$ cat src/rtl/tetron_move_ctrl.sv
// -----------------------------------------------------------------------------
// tetron_move_ctrl
//
// Purpose: sequences every candidate move of the falling tetromino (spawn,
// left, right, rotate-CW, down). The candidate rotation is presented to an
// external registered shaper. Each of the four returned block offsets is then
// bounds-checked, and in-bounds blocks are looked up on the board occupancy
// read port. The move is committed or rejected. This block owns the committed
// pivot position and rotation.
//
// Ports:
//   clk, rst_n          clock, asynchronous active-low reset
//   spawn_req           new piece at (SPAWN_V, SPAWN_H), rotation 0
//   move_req/move_cmd   move request (0=left 1=right 2=rotate CW 3=down),
//                       qualified by move_ready
//   move_ready          idle and not game over
//   shp_active          shaper enable, WAIT through RESOLVE
//   shp_rotation        candidate rotation to the shaper (bit2 always 0)
//   shp_offsets         {b4h,b4v,b3h,b3v,b2h,b2v,b1h,b1v}, 5-bit signed each
//   brd_rd_en/v/h       occupancy read strobe and cell
//   brd_rd_occ          occupancy, valid one cycle after brd_rd_en
//   pos_v/pos_h/rot     committed pivot and rotation
//   done/accepted/lock  result pulse, commit flag, down-rejected pulse
//   game_over           sticky, set by a rejected spawn
//
// state   | meaning
// --------+-------------------------------------------------------------
// IDLE    | waiting for a request, candidate latched on acceptance
// WAIT    | shaper sees the candidate rotation, offsets not yet valid
// CHK1..4 | one block per cycle: bounds check and board read strobe
// RESOLVE | last occupancy response arrives
// REPORT  | done pulse, result and commit are visible
// -----------------------------------------------------------------------------
module tetron_move_ctrl #(
  parameter int BOARD_W = 10,
  parameter int BOARD_H = 20,
  parameter int SPAWN_H = 4,
  parameter int SPAWN_V = 1
) (
  input  logic        clk,
  input  logic        rst_n,
  input  logic        spawn_req,
  input  logic        move_req,
  input  logic [1:0]  move_cmd,
  output logic        move_ready,
  output logic        shp_active,
  output logic [2:0]  shp_rotation,
  input  logic [39:0] shp_offsets,
  output logic        brd_rd_en,
  output logic [4:0]  brd_rd_v,
  output logic [4:0]  brd_rd_h,
  input  logic        brd_rd_occ,
  output logic [4:0]  pos_v,
  output logic [4:0]  pos_h,
  output logic [1:0]  rot,
  output logic        done,
  output logic        accepted,
  output logic        lock,
  output logic        game_over
);

  localparam logic [6:0] BW = 7'(BOARD_W);
  localparam logic [6:0] BH = 7'(BOARD_H);
  localparam logic [6:0] SV = 7'(SPAWN_V);
  localparam logic [6:0] SH = 7'(SPAWN_H);

  typedef enum logic [2:0] {
    S_IDLE    = 3'd0,
    S_WAIT    = 3'd1,
    S_CHK1    = 3'd2,
    S_CHK2    = 3'd3,
    S_CHK3    = 3'd4,
    S_CHK4    = 3'd5,
    S_RESOLVE = 3'd6,
    S_REPORT  = 3'd7
  } state_t;

  state_t     state;
  // Candidate pivot is kept in 7-bit two's complement so that h-1 at the
  // left wall becomes -1 and fails the bounds check instead of wrapping.
  logic [6:0] cand_v, cand_h;
  logic [1:0] cand_rot;
  logic       is_spawn, is_down;
  logic       coll;
  logic       pend;   // a read strobe was issued last cycle

  logic       take_spawn, take_move;
  logic [6:0] nxt_v, nxt_h;
  logic [1:0] nxt_rot;

  always_comb begin
    take_spawn = (state == S_IDLE) && !game_over && spawn_req;
    take_move  = (state == S_IDLE) && !game_over && move_ready && move_req && !spawn_req;
    nxt_v      = {2'b00, pos_v};
    nxt_h      = {2'b00, pos_h};
    nxt_rot    = rot;
    if (take_spawn) begin
      nxt_v   = SV;
      nxt_h   = SH;
      nxt_rot = 2'd0;
    end else begin
      case (move_cmd)
        2'd0:    nxt_h   = {2'b00, pos_h} - 7'd1;
        2'd1:    nxt_h   = {2'b00, pos_h} + 7'd1;
        2'd2:    nxt_rot = rot + 2'd1;
        default: nxt_v   = {2'b00, pos_v} + 7'd1;
      endcase
    end
  end

  logic [4:0] off_v, off_h;
  logic [6:0] cell_v, cell_h;
  logic       in_check, cell_ok, hit_last;

  always_comb begin
    off_v = '0;
    off_h = '0;
    case (state)
      S_CHK1: begin off_v = shp_offsets[4:0];   off_h = shp_offsets[9:5];   end
      S_CHK2: begin off_v = shp_offsets[14:10]; off_h = shp_offsets[19:15]; end
      S_CHK3: begin off_v = shp_offsets[24:20]; off_h = shp_offsets[29:25]; end
      S_CHK4: begin off_v = shp_offsets[34:30]; off_h = shp_offsets[39:35]; end
      default: ;
    endcase
  end

  assign cell_v   = cand_v + {{2{off_v[4]}}, off_v};
  assign cell_h   = cand_h + {{2{off_h[4]}}, off_h};
  assign in_check = (state == S_CHK1) || (state == S_CHK2) ||
                    (state == S_CHK3) || (state == S_CHK4);
  assign cell_ok  = !cell_v[6] && (cell_v < BH) && !cell_h[6] && (cell_h < BW);
  assign hit_last = pend && brd_rd_occ;

  assign brd_rd_en = in_check && cell_ok;
  assign brd_rd_v  = brd_rd_en ? cell_v[4:0] : 5'd0;
  assign brd_rd_h  = brd_rd_en ? cell_h[4:0] : 5'd0;

  always_ff @(posedge clk or negedge rst_n) begin
    if (!rst_n) begin
      state        <= S_IDLE;
      cand_v       <= '0;
      cand_h       <= '0;
      cand_rot     <= '0;
      is_spawn     <= 1'b0;
      is_down      <= 1'b0;
      coll         <= 1'b0;
      pend         <= 1'b0;
      move_ready   <= 1'b0;
      shp_active   <= 1'b0;
      shp_rotation <= '0;
      pos_v        <= '0;
      pos_h        <= '0;
      rot          <= '0;
      done         <= 1'b0;
      accepted     <= 1'b0;
      lock         <= 1'b0;
      game_over    <= 1'b0;
    end else begin
      done     <= 1'b0;
      accepted <= 1'b0;
      lock     <= 1'b0;
      case (state)
        S_IDLE: begin
          move_ready <= !game_over;
          if (take_spawn || take_move) begin
            state        <= S_WAIT;
            cand_v       <= nxt_v;
            cand_h       <= nxt_h;
            cand_rot     <= nxt_rot;
            is_spawn     <= take_spawn;
            is_down      <= take_move && (move_cmd == 2'd3);
            coll         <= 1'b0;
            pend         <= 1'b0;
            move_ready   <= 1'b0;
            shp_active   <= 1'b1;
            shp_rotation <= {1'b0, nxt_rot};
          end
        end
        S_WAIT: state <= S_CHK1;
        S_CHK1, S_CHK2, S_CHK3, S_CHK4: begin
          coll  <= coll | hit_last | !cell_ok;
          pend  <= cell_ok;
          state <= (state == S_CHK4) ? S_RESOLVE : state_t'(state + 3'd1);
        end
        S_RESOLVE: begin
          state        <= S_REPORT;
          shp_active   <= 1'b0;
          shp_rotation <= '0;
          pend         <= 1'b0;
          done         <= 1'b1;
          accepted     <= !(coll | hit_last);
          lock         <= is_down & (coll | hit_last);
          if (!(coll | hit_last)) begin
            pos_v <= cand_v[4:0];
            pos_h <= cand_h[4:0];
            rot   <= cand_rot;
          end else if (is_spawn) begin
            game_over <= 1'b1;
          end
        end
        default: begin
          state      <= S_IDLE;
          move_ready <= !game_over;
        end
      endcase
    end
  end

endmodule

$ cat config.mk
export PLATFORM = sky130hd
export DESIGN_NAME = tetron_move_ctrl
export DESIGN_NICKNAME = d
export VERILOG_FILES = /design/src/rtl/tetron_move_ctrl.sv
export SDC_FILE = /design/constraint.sdc
export NUM_CORES = 1
export LEC_CHECK = 0
export ABC_AREA = 1
export ABC_CLOCK_PERIOD_IN_PS = 2700
export BUFFER_PORTS_ARGS = -buffer_cell sky130_fd_sc_hd__buf_2
export CAP_MARGIN = 10
export CORE_UTILIZATION = 49
export DETAILED_ROUTE_END_ITERATION = 8
export PLACE_DENSITY_LB_ADDON = 0.05
export SYNTH_ARGS = -nofsm -noshare
export SYNTH_HDL_FRONTEND = slang
export SYNTH_SLANG_ARGS = --single-unit
$ cat constraint.sdc
create_clock -name clk -period 2.7 [get_ports clk]
set_clock_uncertainty 0.05 [all_clocks]
set_input_delay 0 -clock clk [delete_from_list [all_inputs] [get_ports clk]]
set_output_delay 0 -clock clk [all_outputs]
set_load 0.02 [all_outputs]
=== Word-level counts from Yosys, hierarchy flattened ===
Cells that the tools add are included.

* Flip-flop bits (word level): 44
* Latch bits: 0
* RAM bits: 0
* ROM bits: 0
* Bits of input ports: 47
* Output and inout port bits: 32
* Logic and storage cells: 101
* Memories: 0

* Add/subtract/negate cells: 7
* Multiply operators: 0
* Divide/modulo/power cells: 0
* Magnitude comparators: 2
* Equal/unequal tests: 10
* Shift-type cells: 0
* Multiplexer cells: 25
* Bitwise operators: 4
* Reduce and logical (&&, ||, !) cells: 35

{| class="wikitable"
|+ Operator list
! kind !! count
|-
| 5-bit one-hot mux with 4 select lines || 2
|-
| 7-bit adder || 2
|-
| 7-bit 2-to-1 mux || 2
|-
| 7-bit one-hot mux with 2 select lines || 1
|-
| 5-bit by 1-bit adder with 6-bit output (second input constant) || 2
|-
| 3-bit one-hot mux with 4 select lines || 1
|-
| 1-bit logical AND || 11
|-
| 5-bit 2-to-1 mux || 2
|-
| 2-bit AND reduction || 5
|-
| 3-bit == test (second input constant) || 3
|-
| 3-bit 2-to-1 mux || 3
|-
| 7-bit by 4-bit less-than comparator with 1-bit output (second input constant) || 1
|-
| 7-bit by 5-bit less-than comparator with 1-bit output (second input constant) || 1
|-
| 3-bit by 2-bit == test with 1-bit output (second input constant) || 2
|-
| 1-bit zero test || 6
|-
| 1-bit 2-to-1 mux || 6
|-
| 6-bit 2-to-1 mux || 1
|-
| 1-bit one-hot mux with 2 select lines || 3
|-
| 3-bit one-hot mux with 2 select lines || 1
|-
| 6-bit OR reduction || 1
|-
| 5-bit by 1-bit subtractor with 6-bit output (second input constant) || 1
|-
| 2-bit == test (second input constant) || 2
|-
| 1-bit logical OR || 4
|-
| 2-bit 2-to-1 mux || 2
|-
| 16 further kinds || 18
|}

=== Longest topological paths before layout ===
Gate-level depths: netlist of the first run.

* Depth after elaboration: 10
* Mapped depth: 20
* Gate-level depth less buffers: 19

=== Worst setup path before layout of the first run ===
Ideal clock, no wire load.

* Path type: register to output
* From: reg state[0]
* To: out brd_rd_h[0]
* Arrival: 2.799 ns
* Slack: -0.149 ns
* Cell stages (with the launch flop): 16
* Buffers on the path: 0
* Path through: dfrtp_1 inv_1 ha_1 inv_1 nor2_1 nand2_1 a41oi_1 ha_1 fa_1 inv_1 nand2_1 nand3_1 nand3_1 nor2_4 nand3_4 nor2_2

* Word-level cells in the longest chain between the ends: 9

{| class="wikitable"
|+ Ends and longest elaborated chain
! element !! RTL line !! text
|-
| from (decl) || 78 || <nowiki>state_t state;</nowiki>
|-
| from (signal assigned) || 183 || <nowiki>state <= (state == S_CHK4) ? S_RESOLVE : state_t'(state + 3'd1);</nowiki>
|-
| 3-bit == test or 3-bit by 2-bit == test with 1-bit output (tied branches) || 118, 130, 129 ||
|-
| 5-bit one-hot mux with 4 select lines || 118 || <nowiki>case (state)</nowiki>
|-
| 7-bit adder || 127 || <nowiki>assign cell_v = cand_v + {{2{off_v[4]}}, off_v};</nowiki>
|-
| 7-bit by 5-bit less-than comparator with 1-bit output or 1-bit zero test (tied branches) || 131 || <nowiki>assign cell_ok = !cell_v[6] && (cell_v < BH) && !cell_h[6] && (cell_h < BW);</nowiki>
|-
| 1-bit logical AND (3 in a row) || 131 ||
|-
| 1-bit logical AND || 134 || <nowiki>assign brd_rd_en = in_check && cell_ok;</nowiki>
|-
| 5-bit 2-to-1 mux * || 136 || <nowiki>assign brd_rd_h = brd_rd_en ? cell_h[4:0] : 5'd0;</nowiki>
|-
| to (decl) || 51 || <nowiki>output logic [4:0] brd_rd_h,</nowiki>
|}

Every way passes the cells marked *; elsewhere a longest branch is shown, timed or not.

=== Worst setup path after layout of the first run ===
* From: reg state[0]
* To: out brd_rd_v[3]

* Word-level cells in the longest chain between the ends: 9

{| class="wikitable"
|+ Ends and longest elaborated chain
! element !! RTL line !! text
|-
| 3-bit == test or 3-bit by 2-bit == test with 1-bit output (tied branches) || 118, 130, 129 ||
|-
| 5-bit one-hot mux with 4 select lines || 118 ||
|-
| 7-bit adder || 127 ||
|-
| 7-bit by 5-bit less-than comparator with 1-bit output or 1-bit zero test (tied branches) || 131 ||
|-
| 1-bit logical AND (3 in a row) || 131 ||
|-
| 1-bit logical AND || 134 ||
|-
| 5-bit 2-to-1 mux * || 135 || <nowiki>assign brd_rd_v = brd_rd_en ? cell_v[4:0] : 5'd0;</nowiki>
|-
| to (decl) || 50 || <nowiki>output logic [4:0] brd_rd_v,</nowiki>
|}

Marked as above.

==> results of run 1 <==
## layer usage
| layer | part of all wire, % | up-vias | track usage [%] |
|---|---|---|---|
| li1 | - | 1601 | - |
| met2 | 50 | 75 | 46.6 |
| met3 | 2.8 | 13 | 3.00 |
| met1 | 45 | 1529 | 32.7 |
| met5 | 0 | - | 0 |
| met4 | 2.2 | 0 | 10.4 |
## sequential cells by signal, indices dropped and copies added (netlist names)
register	cells
shp_active	1
pos_h	5
game_over	1
pend	1
state	3
pos_v	5
lock	1
cand_rot	2
coll	1
move_ready	1
shp_rotation	2
is_down	1
cand_v	6
accepted	1
rot	2
cand_h	7
done	1
is_spawn	1
## power groups by stage
stage / sequential (W) / combinational, W / clock (W)
final: 0.000628 / 0.0000662 / 0.000496
after global routing: 0.000628 / 0.0000736 / 0.000533
after CTS: 0.000628 / 0.0000649 / 0.000505
after detailed placement: 0.000641 / 0.0000630 / 0
after global placement: 0.000641 / 0.0000633 / 0
after floorplan: 0.000641 / 0.0000165 / 0
## area by class of cell
class                   count  area share [%]
multi-input cells         313            49.5
flip-flops and latches     42            23.7
repair buffers            113            16.7
inverters                  60            5.51
well taps                  75            2.12
clock buffers               6            1.64
clock inverters             2           0.847
## through the flow
stage               std cells  hold WS [ps]
detailed placement        595           133
global placement          595           139
finish                    611          53.1
global route              611          72.0
floorplan                 423          -346
CTS                       608          33.7
## worst reg2reg max path: stages, from the launching register on
cell and delay, ps:
dfrtp_1 430, ha_2 230, ha_4 190, buf_6 140, nand2_2 50, a41oi_2 300
ha_4 280, nand2_1 80, inv_2 40, nand3_2 90, nand3_2 80, nand2_2 80
nand2_2 60, nor3_4 210, buf_6 140, buf_6 100, nand3_2 70, nand2_2 50
inv_1 30
## kinds of logic after synthesis
| kind of cell | count (synthesis) |
|---|---|
| xor gates and xnor gates | 8 |
| adders and majority gates | 23 |
| other | 1 |
| DFF | 42 |
| AOI/OAI and AO/OA | 55 |
| and+or+nand+nor | 224 |
| buffers and inverters | 69 |
## layout by cell type, fill, tap and decap left out, drive strengths merged, types with 2 or more instances in the layout
cell type and count:
nand3 31, o22ai 4, xor2 6, nand3b 5, a211oi 2, nand4 6
ha 21, a21oi 8, fa 2, buf 112, conb 2, nor3 7
inv 59, o21ai 23, dfrtp 42, a41oi 8, clkbuf 6, o311ai 2
a31oi 2, xnor2 2, nand2 143, nor2 32
## final timing paths
| kind | endpoint | cells past startpoint |
|---|---|---|
| max | brd_rd_v[3] | 17 |
| min | cand_h[3] | 3 |
| max reg2reg | coll | 18 |
| min reg2reg | cand_rot[1] | 2 |
| max in group asynchronous | cand_h[4] | 2 |
| min in group asynchronous | move_ready | 2 |
## what timing repair did
action	in CTS	in global routing
hold buffers	1	0
pin swaps	17	36
gates cloned	1	0
endpoints found under the setup margin	12	12
resized for setup	41	62
buffers inserted	3	5
hold endpoints to repair	42	0
==> results.yml, run 1 <==
finish:
  finalNetCount: 605
  syn_to_final_growth_pct: 42.0
  regArea_sq_um: 1050
  fin_area_sq_um: 4430
  antenna_cells: 0
  fin_util_pct: 73.5
  layout-drive-gt1-share_pct: 41.4
  fill_cells: 476
  multi_input_comb_area_sq_um: 2190
synth:
  synth_top_area_share_pct: 33.7
  async_reset_ff_share_pct: 100
  synthMuxAreaShare_pct: 0
  synth-seq-cells: 42
  synth_fa_ha_area_share_pct: 9.70
  synth.most_common_cell: "nand2_1"
  synth_compound_area_share_pct: 11.2
  yosys_warnings: 0
  synth_top_area_cell: "dfrtp_1"
  syn_inst: 422
  synth_simple_gate_area_share_pct: 33.7
  ys.flop_type: "dfrtp_1"
  synth_area_leaders: "dfrtp_1 (34%), nand2_1 (16%), ha_1 (8.4%)"
  synth_edf_count: 0
  synth_xor_area_share_pct: 2.25
  synth_top_family_by_area: "simple AND/OR/NAND/NOR gates"
  ys_seq_area_share_pct: 33.7
  syn-cell-area_sq_um: 3120
  yosys-top-cells-count: "nand2_1 (137), inv_1 (54), dfrtp_1 (42)"
  syn-mean-instance-area_sq_um: 7.39
  ys_types: 44
global_routing:
  overflow: 0
  grtUsageTotal_pct: 26.4
  grt_antenna_before_repair: 0
  first_global_vias: 2979
  grt_pass1_wl_um: 13400
  grt_max_degree: 43
worst_setup_path:
  crit_required_ps: 2650
  cp_max_fo: 6
  endpoint_kind: "primary output"
  cpPeakStageDelay_ps: 430
  timing.rr.start: "state[0]"
  cp_cell_sequence: "ha_2 -> ha_4 -> buf_6 -> nand2_2 -> a41oi_2 -> ha_4 -> nand2_1 -> inv_2 -> nand3_2 -> nand3_2 -> nand2_2 -> nand2_2 -> nor3_4 -> buf_6 -> nand3_4 -> nor2_4 -> buf_6"
  startpoint_type: "flip-flop"
  worst-path-buf-inv: 4
  worstSetupPathType: "reg -> out"
  startpoint: "state[0]"
  crit_arrival_ps: 3160
  rrSetupSlack_ps: -100
  cpMaxStageDelayCell: "dfrtp_1"
  critical_path.top_delay_family: "simple AND/OR/NAND/NOR gates"
die:
  core_sq_um: 6030
  die_y_um: 81.8
  dieArea_sq_um: 6690
  die_w_um: 81.8
  start_util_pct: 51.8
  num_rows: 28
  io_pins: 79
sta:
  worst_slack_ps: -512
  min_period_over_period_pct: 119
  finalSetupViolations: 12
  setup_tns_ps: -4550
  finalHoldViolCount: 0
  drv_slew: 0
  post-route-min-period_ps: 3210
  fmax_mhz: 311
  max_slew.worst_pin.slew_ps: 931
  max_slew_margin_pct: 38.0
  rsz0062_at_grt: "yes"
drt:
  dr.first_iter.drc_count: 102
  ant_nets: 0
  wl_per_cell_um: 14.5
  viasPerCell: 5.27
  vias: 3218
  dr.pass1.iters: 4
  totalWireLength_um: 8840
  drc: 0
cts:
  cts_buffers: 5
  clk_latency_ps: 300
  ctsHtreeMaxLevel: 2
  cts_tree: "yes"
  cts_root_buf: "clkbuf_8"
  clock-sinks: 42
  clockBufferDepth: 2
  cts.clk_slew.worst_paths_ps: 80
pwr:
  p_sw_share_pct: 21.7
  power_frac_comb_pct: 5.6
  leakagePower_nw: 2.19
  p_per_area_nw_per_um2: 269
  p_switching_w: 0.000258
  peakVddDrop_uv: 304
  p_clk_share_pct: 41.7
  internal_power_w: 0.000933
  seqPwrFrac_pct: 52.8
  power_w: 0.00119
hold_path:
  min_path_type: "in -> reg"
  min_from: "move_cmd[0]"
place:
  postPlaceCellArea_sq_um: 3800
  place_congestion: 0.902
  pre_cts_slack_ps: -361
  portBuffers: 76
  place.detailed.hpwl_um: 6220
run:
  cap_violations: 0
status:
  violations: "setup timing"
  status: "finished, violations left"
No activity file was read; power rests on OpenSTA's default activity.
==> run 2: changes to the inputs <==
--- a/config.mk
+++ b/config.mk
@@ -11,7 +11,10 @@
 export CAP_MARGIN = 10
 export CORE_UTILIZATION = 49
 export DETAILED_ROUTE_END_ITERATION = 8
+export GPL_ROUTABILITY_DRIVEN = 0
 export PLACE_DENSITY_LB_ADDON = 0.05
+export SETUP_SLACK_MARGIN = 0.2
 export SYNTH_ARGS = -nofsm -noshare
 export SYNTH_HDL_FRONTEND = slang
 export SYNTH_SLANG_ARGS = --single-unit
+export TNS_END_PERCENT = 30
==> run 2 against run 1 <==
The run still ends with setup timing left; non-clock buffer count rose by 2; die area is the same; via count fell by 2.5%; count of clock-buffer cells in the layout grew 1; clock power fell by 13%; sequential power about the same; combinational power down 2%; register-to-register slack got worse by 150 ps; routed wire length shrank 9.2%; power shrank 5.6%; fmax up 1.1%; first-iteration DRC count down 6.9%; critical endpoint is now brd_rd_h[0]; largest power group unchanged.
==> results.yml, run 2 (synthesis gave the netlist of run 1 again) <==
sta:
  post-route-min-period_ps: 3180
  fmax_mhz: 315
  drv_slew: 0
  min_period_over_period_pct: 118
  rsz0062_at_grt: "yes"
  max_slew_margin_pct: 36.5
  setup_tns_ps: -5070
  finalSetupViolations: 12
  max_slew.worst_pin.slew_ps: 952
  hold_slack_ps: 46.5
  finalHoldViolCount: 0
  worst_slack_ps: -478
die:
  io_pins: 79
  core_sq_um: 6030
  num_rows: 28
  die_y_um: 81.8
  die_w_um: 81.8
  dieArea_sq_um: 6690
  start_util_pct: 51.8
pwr:
  p_per_area_nw_per_um2: 266
  leakagePower_nw: 2.19
  peakVddDrop_uv: 266
  power_w: 0.00112
global_routing:
  overflow: 0
  first_global_vias: 2932
  grt_pass1_wl_um: 13000
  grtUsageTotal_pct: 25.3
  grt_max_degree: 43
  grt_antenna_before_repair: 0
run:
  cap_violations: 0
worst_setup_path:
  worstSetupPathType: "reg -> out"
  crit_required_ps: 2650
  startpoint_type: "flip-flop"
  cp_max_fo: 6
  endpoint_kind: "primary output"
  crit_arrival_ps: 3130
finish:
  fin_cells: 613
  antenna_cells: 0
  regMostFlops: "cand_h"
  syn_to_final_growth_pct: 35.2
  finalNetCount: 607
  layout-drive-gt1-share_pct: 36.6
  final_common_cell: "nand2_1"
  largest_reg_flops: 7
  layout_common_cells: "nand2_1 (127), buf_2 (67), inv_1 (48)"
  largestRegisters: "cand_h: 7 flops, cand_v: 6 flops"
drt:
  ant_nets: 0
  drc: 0
  dr.first_iter.drc_count: 95
  wl_per_cell_um: 13.1
  totalWireLength_um: 8030
  dr.pass1.iters: 4
  vias: 3137
  viasPerCell: 5.12
place:
  dp.cells: 595
  place.detailed.hpwl_um: 6100
  portBuffers: 76
hold_path:
  min_path_type: "in -> reg"
cts:
  clockBufferDepth: 2
  clk_latency_ps: 290
  cts_buffers: 5
  ctsHtreeMaxLevel: 2
  clock-sinks: 42
  cts_root_buf: "clkbuf_8"
  cts_tree: "yes"
  cts.clk_slew.worst_paths_ps: 90
status:
  status: "finished, violations left"
  violations: "setup timing"
[run 2: routing by layer]
layer / track usage [%] / vias to the layer above / wire length [um]
met3: 2.44 / 11 / 280
li1: - / 1612 / -
met1: 32.2 / 1446 / 3620
met2: 45.5 / 68 / 4040
met5: 0 / - / 0
met4: 6.32 / 0 / 93
[run 2: power breakdown]
| part | internal (W) | switching [W] |
|---|---|---|
| logic | 0.0000282 | 0.0000367 |
| clock network | 0.000212 | 0.000220 |
| registers | 0.000628 | 0 |
| total | 0.000868 | 0.000256 |
[run 2: per-stage QoR]
step	utilization (%)	worst slack [ps]	instance area, sq um
global route	70.0	-665	4220
finish	70.0	-478	4220
global placement	64.8	-131	3900
floorplan	-	29.8	3270
CTS	69.3	-448	4180
detailed placement	64.8	-193	3900
[run 2: path summary, 6_finish.rpt]
| path | startpoint | endpoint | slack (ps) | cells after the start |
|---|---|---|---|---|
| max reg2reg | state[0] | coll | -250 | 17 |
| min | move_cmd[0] | cand_h[3] | 50 | 3 |
| min reg2reg | shp_active | shp_active | 430 | 2 |
| min in group asynchronous | rst_n | shp_rotation[1] | 330 | 2 |
| max | state[0] | brd_rd_h[0] | -480 | 15 |
| max in group asynchronous | rst_n | state[2] | 1630 | 2 |
[run 2: layout make-up]
| cell class | count | area, sq um |
|---|---|---|
| multi-input combinational | 313 | 2010 |
| fill | 510 | 1810 |
| sequential | 42 | 1050 |
| timing repair buffer | 115 | 724 |
| inverter | 60 | 244 |
| tap | 75 | 93.8 |
| clock buffer | 7 | 86.3 |
| clock inverter | 1 | 8.76 |
[run 2: worst max-delay path: stages (launching register included)]
cell and delay, ps:
dfrtp_1 440, ha_2 220, ha_4 190, nand2_2 60, a41oi_2 140, ha_2 220, fa_2 400, buf_4 150
xnor2_2 160, nand2_1 80, nand3_1 80, nand3_2 90, nor2_4 180, nand3_4 160, nor2_2 130, buf_6 120
[run 2: what timing repair did]
| action | 4_1_cts | 5_1_grt |
|---|---|---|
| pin swaps | 11 | 4 |
| setup buffers | 5 | 3 |
| resized for setup | 30 | 7 |
| hold buffers | 1 | 0 |
| gates cloned | 1 | 0 |
| endpoints found under the hold margin | 42 | 0 |
| endpoints found under the setup margin | 12 | 12 |
